===== src/rtl/dmem_request_master.sv =====
// dmem_request_master
// Accepts one load/store request at a time from the pipeline. It issues the
// request on the data-memory port and returns a single response.
// Loads wait LATENCY cycles for dmem_readdata. Stores respond right after the
// access cycle.
// Optional feature macro: DMEM_MISALIGN_TRAP_EN. When it is defined, misaligned
// half/word requests and reserved sizes are answered with rsp_error=1 and never
// reach memory.
// LATENCY must be in 1..4.

module dmem_request_master #(
    parameter int LATENCY = 1
) (
    input  logic        clk,
    input  logic        reset_n,

    input  logic        req_valid,
    output logic        req_ready,
    input  logic        req_write,
    input  logic [31:0] req_addr,
    input  logic [31:0] req_wdata,
    input  logic [1:0]  req_size,
    input  logic        req_signed,

    output logic        rsp_valid,
    input  logic        rsp_ready,
    output logic [31:0] rsp_rdata,
    output logic        rsp_error,

    output logic [31:0] dmem_address,
    output logic [31:0] dmem_writedata,
    output logic        dmem_memread,
    output logic        dmem_memwrite,
    output logic [1:0]  dmem_maskmode,
    output logic        dmem_sext,
    input  logic [31:0] dmem_readdata
);

    typedef enum logic [1:0] {
        IDLE   = 2'd0,
        ACCESS = 2'd1,
        WAIT   = 2'd2,
        RESP   = 2'd3
    } state_t;

    // The wait counter is loaded with LATENCY and counts down to 1.
    localparam logic [2:0] CNT_INIT = 3'(LATENCY);

    state_t      state_reg, state_next;
    logic [2:0]  cnt_reg, cnt_next;
    logic [31:0] rdata_reg, rdata_next;
    logic        error_reg, error_next;

    logic [31:0] addr_reg;
    logic [31:0] wdata_reg;
    logic [1:0]  size_reg;
    logic        signed_reg;
    logic        write_reg;

    logic        hs;
    logic        req_bad;

    // req_ready is gated by reset_n so that it only rises once reset is released.
    assign req_ready = (state_reg == IDLE) && reset_n;
    assign hs        = req_valid && req_ready;

`ifdef DMEM_MISALIGN_TRAP_EN
    // Misaligned half, misaligned word and the reserved size are rejected up front.
    assign req_bad = (req_size == 2'd3) ||
                     ((req_size == 2'd1) && req_addr[0]) ||
                     ((req_size == 2'd2) && (req_addr[1:0] != 2'b00));
`else
    // With trapping disabled every request goes to memory as-is.
    // error_reg therefore never leaves 0, and rsp_error stays tied low.
    assign req_bad = 1'b0;
`endif

    // Request capture: everything the memory port needs is frozen at handshake.
    always_ff @(posedge clk or negedge reset_n) begin
        if (!reset_n) begin
            addr_reg   <= '0;
            wdata_reg  <= '0;
            size_reg   <= '0;
            signed_reg <= 1'b0;
            write_reg  <= 1'b0;
        end else if (hs) begin
            addr_reg   <= req_addr;
            wdata_reg  <= req_wdata;
            size_reg   <= req_size;
            signed_reg <= req_signed;
            write_reg  <= req_write;
        end
    end

    // State, wait counter and response registers.
    always_ff @(posedge clk or negedge reset_n) begin
        if (!reset_n) begin
            state_reg <= IDLE;
            cnt_reg   <= '0;
            rdata_reg <= '0;
            error_reg <= 1'b0;
        end else begin
            state_reg <= state_next;
            cnt_reg   <= cnt_next;
            rdata_reg <= rdata_next;
            error_reg <= error_next;
        end
    end

    // Next-state logic. The response data and error are settled before RESP is entered.
    always_comb begin
        state_next = state_reg;
        cnt_next   = cnt_reg;
        rdata_next = rdata_reg;
        error_next = error_reg;
        case (state_reg)
            IDLE: begin
                if (hs) begin
                    rdata_next = '0;
                    error_next = req_bad;
                    state_next = req_bad ? RESP : ACCESS;
                end
            end
            ACCESS: begin
                if (write_reg) begin
                    state_next = RESP;
                end else begin
                    state_next = WAIT;
                    cnt_next   = CNT_INIT;
                end
            end
            WAIT: begin
                if (cnt_reg == 3'd1) begin
                    state_next = RESP;
                    rdata_next = dmem_readdata;
                end else begin
                    cnt_next = cnt_reg - 3'd1;
                end
            end
            RESP: begin
                if (rsp_ready) begin
                    state_next = IDLE;
                end
            end
            default: begin
                state_next = IDLE;
            end
        endcase
    end

    // Strobes last only for the single access cycle.
    // The address, data and mode outputs come straight from the capture registers.
    assign dmem_memread   = (state_reg == ACCESS) && !write_reg;
    assign dmem_memwrite  = (state_reg == ACCESS) &&  write_reg;
    assign dmem_address   = addr_reg;
    assign dmem_writedata = wdata_reg;
    assign dmem_maskmode  = size_reg;
    assign dmem_sext      = signed_reg;

    assign rsp_valid = (state_reg == RESP);
    assign rsp_rdata = rdata_reg;
    assign rsp_error = error_reg;

endmodule


===== config.mk =====
export PLATFORM = sky130hd
export DESIGN_NAME = dmem_request_master
export DESIGN_NICKNAME = d
export VERILOG_FILES = /design/src/rtl/dmem_request_master.sv
export SDC_FILE = /design/constraint.sdc
export NUM_CORES = 1
export LEC_CHECK = 0
export BUFFER_PORTS_ARGS = -buffer_cell sky130_fd_sc_hd__buf_2
export CAP_MARGIN = 20
export CORE_UTILIZATION = 49
export CTS_BUF_LIST = sky130_fd_sc_hd__clkbuf_16
export CTS_CLUSTER_SIZE = 20
export DETAILED_ROUTE_END_ITERATION = 8
export PLACE_DENSITY_LB_ADDON = 0.2
export SLEW_MARGIN = 20
export SYNTH_ARGS = -nofsm -noshare
export SYNTH_HDL_FRONTEND = slang
export SYNTH_SLANG_ARGS = --single-unit

===== constraint.sdc =====
create_clock -name clk -period 3.7 [get_ports clk]
set_input_delay 0.185 -clock clk [delete_from_list [all_inputs] [get_ports clk]]
set_output_delay 0.185 -clock clk [all_outputs]
set_load 0.02 [all_outputs]

==> results.sh <==
export IMPL_outcome="finished clean"
export IMPL_critPathLaunchType="input pin"
export IMPL_synth_cell_area_um2=4180
export IMPL_final_count_of_negative_setup_slack_endpoints=0
export IMPL_worst_path_max_delay_cell="sky130_fd_sc_hd__dlygate4sd3_1"
export IMPL_clock_latency_ns=0.34
export IMPL_detailroute_via_count=2888
export IMPL_yosys_warnings=0
export IMPL_worstPathBufferInverterCount=2
export IMPL_critical_path_peak_fanout=68
export IMPL_synth_compound_area_frac=0.0922
export IMPL_route_final_wire_length_mm=9.03
export IMPL_syn2layout_area_growth_pct=32.6
export IMPL_synth_top_area_frac=0.628
export IMPL_leakagePower_uw=0.00298
export IMPL_die_width_um=94.4
export IMPL_ys_types=30
export IMPL_crit_required_ns=3.92
export IMPL_post_synth_and_or_nand_nor_area_fraction=0.0227
export IMPL_final_min_period_over_clock_period=0.629
export IMPL_clk_pin_slew_worst_paths_ns=0.07
export IMPL_detail_route_antenna_nets=0
export IMPL_cts_path_max_buffers=2
export IMPL_cts_tree="built"
export IMPL_fin_tns_setup_ns=0
export IMPL_cpPeakStageDelay_ns=0.55
export IMPL_dominant_combinational_cell_family_by_area_after_synthesis="multiplexers"
export IMPL_1st_iter_drt_viols=80
export IMPL_yosys_mux_area_fraction=0.204
export IMPL_ys_seq_elements=105
export IMPL_min_from="dmem_readdata[11]"
export IMPL_synth_top_cells_by_area="sky130_fd_sc_hd__dfrtp_1 (63%), sky130_fd_sc_hd__mux2_2 (13%), sky130_fd_sc_hd__mux2_4 (7.2%)"
export IMPL_num_rows=33
export IMPL_gp_congestion=0.754
export IMPL_place_ws_ns=1.48
export IMPL_regArea_um2=2630
export IMPL_route_detailed_drc=0
export IMPL_post_drt_wl_per_cell_um=15.7
export IMPL_finalWorstSetupSlack_ns=1.37
export IMPL_worstReg2RegEnd="dmem_writedata[21]"
export IMPL_synth_area_leader="sky130_fd_sc_hd__dfrtp_1"
export IMPL_core_um2=8220
export IMPL_final_fill_count=646
export IMPL_clockRootBuffer="sky130_fd_sc_hd__clkbuf_16"
export IMPL_timing_critical_path_cells="dlygate4sd3_1 > buf_4 > and2_1 > nand2_4 > mux2_4"
export IMPL_io_buffer_count=206
export IMPL_layout_min_cycle_time_ns=2.33
export IMPL_post_route_cells_drive_above_1_share=0.634
export IMPL_dp_hpwl_mm=6.57
export IMPL_initial_utilization=0.509
export IMPL_detailedRoute_firstPassIterationCount=4
export IMPL_cts_post_setup_buffers_inserted=0
export IMPL_antenna_cells_inserted=0
export IMPL_yosys_area_share_adder=0.0209
export IMPL_avg_synthesized_cell_area_um2=16.1
export IMPL_ff2ff_setup_slack_ns=1.47
export IMPL_skew_ns=0.00884
export IMPL_setup_worst_path_end_class="register"
export IMPL_finalHoldWorstSlack_ns=0.0633
export IMPL_synth_seq_area_share=0.628
export IMPL_post_synth_xor_area_fraction=0
export IMPL_die_area_um2=8910
export IMPL_power_ir_vdd_worst_v=0.000506
export IMPL_multi_input_area_um2=1440
export IMPL_grt_total_usage=0.203
export IMPL_regToRegStartpoint="state_reg[1]"
export IMPL_timing_fmax_ghz=0.430
export IMPL_pin_count_of_the_biggest_net_entering_global_routing=69
export IMPL_finalHoldViolCount=0
export IMPL_cts_resized=0
export IMPL_worst_ep_arrival_time_ns=2.54
export IMPL_maxCapViolations=0
export IMPL_antenna_found_initial=0
export IMPL_grt_ovfl_total=0
export IMPL_syn_num_nets=371
export IMPL_cts_buffers=9
export IMPL_global_route_wire_length_before_repair_mm=13.5
export IMPL_synth_instances=260
export IMPL_finish_utilization=0.675
export IMPL_holdPathStages=2
export IMPL_rsz0062_at_grt="no"
export IMPL_finalNetCount=576
export IMPL_cells_on_worst_reg2reg_path=5
export IMPL_num_clock_sinks=105
export IMPL_cp_top_family="buffers and inverters"
export IMPL_slew_violations=0
export IMPL_dieHeight_um=94.4
export IMPL_p_total_uw=5180
export IMPL_slew_headroom=0.331
export IMPL_cts_htree_levels=3
export IMPL_design_portCount=208
export IMPL_min_delay_path_class="in -> reg"
export IMPL_tightestPinTransition_ns=1.00
export IMPL_classification_of_the_worst_setup_path="in -> reg"
export IMPL_power_per_cell_area_nw_per_um2=934
export IMPL_first_global_vias=2775
export IMPL_routed_via_density=5.02
export IMPL_hold_end="rsp_rdata[11]"
[synthesized netlist by cell type]
cell,n
sky130_fd_sc_hd__nor2b_1,3
sky130_fd_sc_hd__buf_2,8
sky130_fd_sc_hd__mux2_4,20
sky130_fd_sc_hd__nand2b_4,1
sky130_fd_sc_hd__mux2_2,49
sky130_fd_sc_hd__nand3b_1,1
sky130_fd_sc_hd__inv_1,5
sky130_fd_sc_hd__and2_1,2
sky130_fd_sc_hd__a211oi_1,1
sky130_fd_sc_hd__o22a_1,1
sky130_fd_sc_hd__o31ai_1,1
sky130_fd_sc_hd__nor3_1,1
sky130_fd_sc_hd__nor2_1,2
sky130_fd_sc_hd__buf_4,2
sky130_fd_sc_hd__a211o_4,1
sky130_fd_sc_hd__o22ai_1,1
sky130_fd_sc_hd__nor3b_2,1
sky130_fd_sc_hd__nand3_1,1
sky130_fd_sc_hd__a2111oi_0,1
sky130_fd_sc_hd__nand2_1,1
sky130_fd_sc_hd__a2bb2oi_1,1
sky130_fd_sc_hd__dfrtp_1,105
sky130_fd_sc_hd__a21boi_1,1
sky130_fd_sc_hd__a21oi_1,1
sky130_fd_sc_hd__or3b_2,1
sky130_fd_sc_hd__ha_1,7
sky130_fd_sc_hd__conb_1,1
sky130_fd_sc_hd__buf_6,5
sky130_fd_sc_hd__a22o_1,34
sky130_fd_sc_hd__a21bo_2,1
[worst max path at each step]
stage	startpoint	to	cells after the start
floorplan	state_reg[0]	dmem_address[30]	7
global placement	state_reg[0]	dmem_writedata[18]	5
detailed placement	state_reg[1]	dmem_writedata[21]	5
CTS	reset_n	dmem_writedata[1]	5
global route	reset_n	dmem_writedata[1]	5
finish	reset_n	dmem_writedata[1]	5
[worst register-to-register path: cells and delay by family (launching register included)]
kind	cells	cell delay (ns)
buffers and inverters	1	0.11
flip-flops	1	0.42
adder cells (fa/ha/maj)	1	0.22
multiplexers	1	0.48
AND/OR/NAND/NOR	2	0.89
[cells in the final DEF, fill, tap and decap left out, drive strengths merged, types with 2 or more instances in the layout]
cell type | Yosys | final
ha | 7 | 7
and2 | 2 | 2
mux2 | 69 | 69
nor2 | 2 | 2
nor2b | 3 | 3
clkbuf | 0 | 9
a22o | 34 | 34
clkinv | 0 | 4
dfrtp | 105 | 105
inv | 5 | 7
buf | 15 | 208
[through the flow]
stage               cells  area [µm²]
finish                575        5550
global route          575        5550
CTS                   575        5550
detailed placement    558        5260
global placement      558        5260
floorplan             260        4180
[repair_timing]
action / 4_1_cts / 5_1_grt
endpoints found under the setup margin: 0 / 0
hold endpoints to repair: 41 / 0
hold buffers: 1 / 0
[cells by family (layout without fill, tap and decap cells)]
group                      after synthesis  in the layout
and+or+nand+nor                         14             14
AOI/OAI and AO/OA                       44             44
buffers and inverters                   20            230
DFF                                    105            105
other                                    1              1
adders and majority gates                7              7
muxes                                   69             69
[layer usage]
layer | vias to the layer above | share of wire | track usage
li1 | 1356 | - | -
met1 | 1411 | 0.40 | 0.245
met2 | 107 | 0.52 | 0.350
met3 | 14 | 0.063 | 0.0419
met4 | 0 | 0.020 | 0.0897
met5 | - | 0 | 0
[power by group]
group | internal (µW) | switching (µW) | leakage [µW]
Clock | 456 | 407 | 0.000137
Combinational | 1040 | 1350 | 0.00155
Sequential | 1670 | 253 | 0.00129
[area by class of cell]
type | instances | share of cell area
clock inverters | 7 | 0.00857
inverters | 5 | 0.00338
well taps | 105 | 0.0237
multi-input cells | 135 | 0.259
clock buffers | 9 | 0.0406
flip-flops and latches | 105 | 0.474
repair buffers | 209 | 0.191
Power figures use the tool's default switching activity.
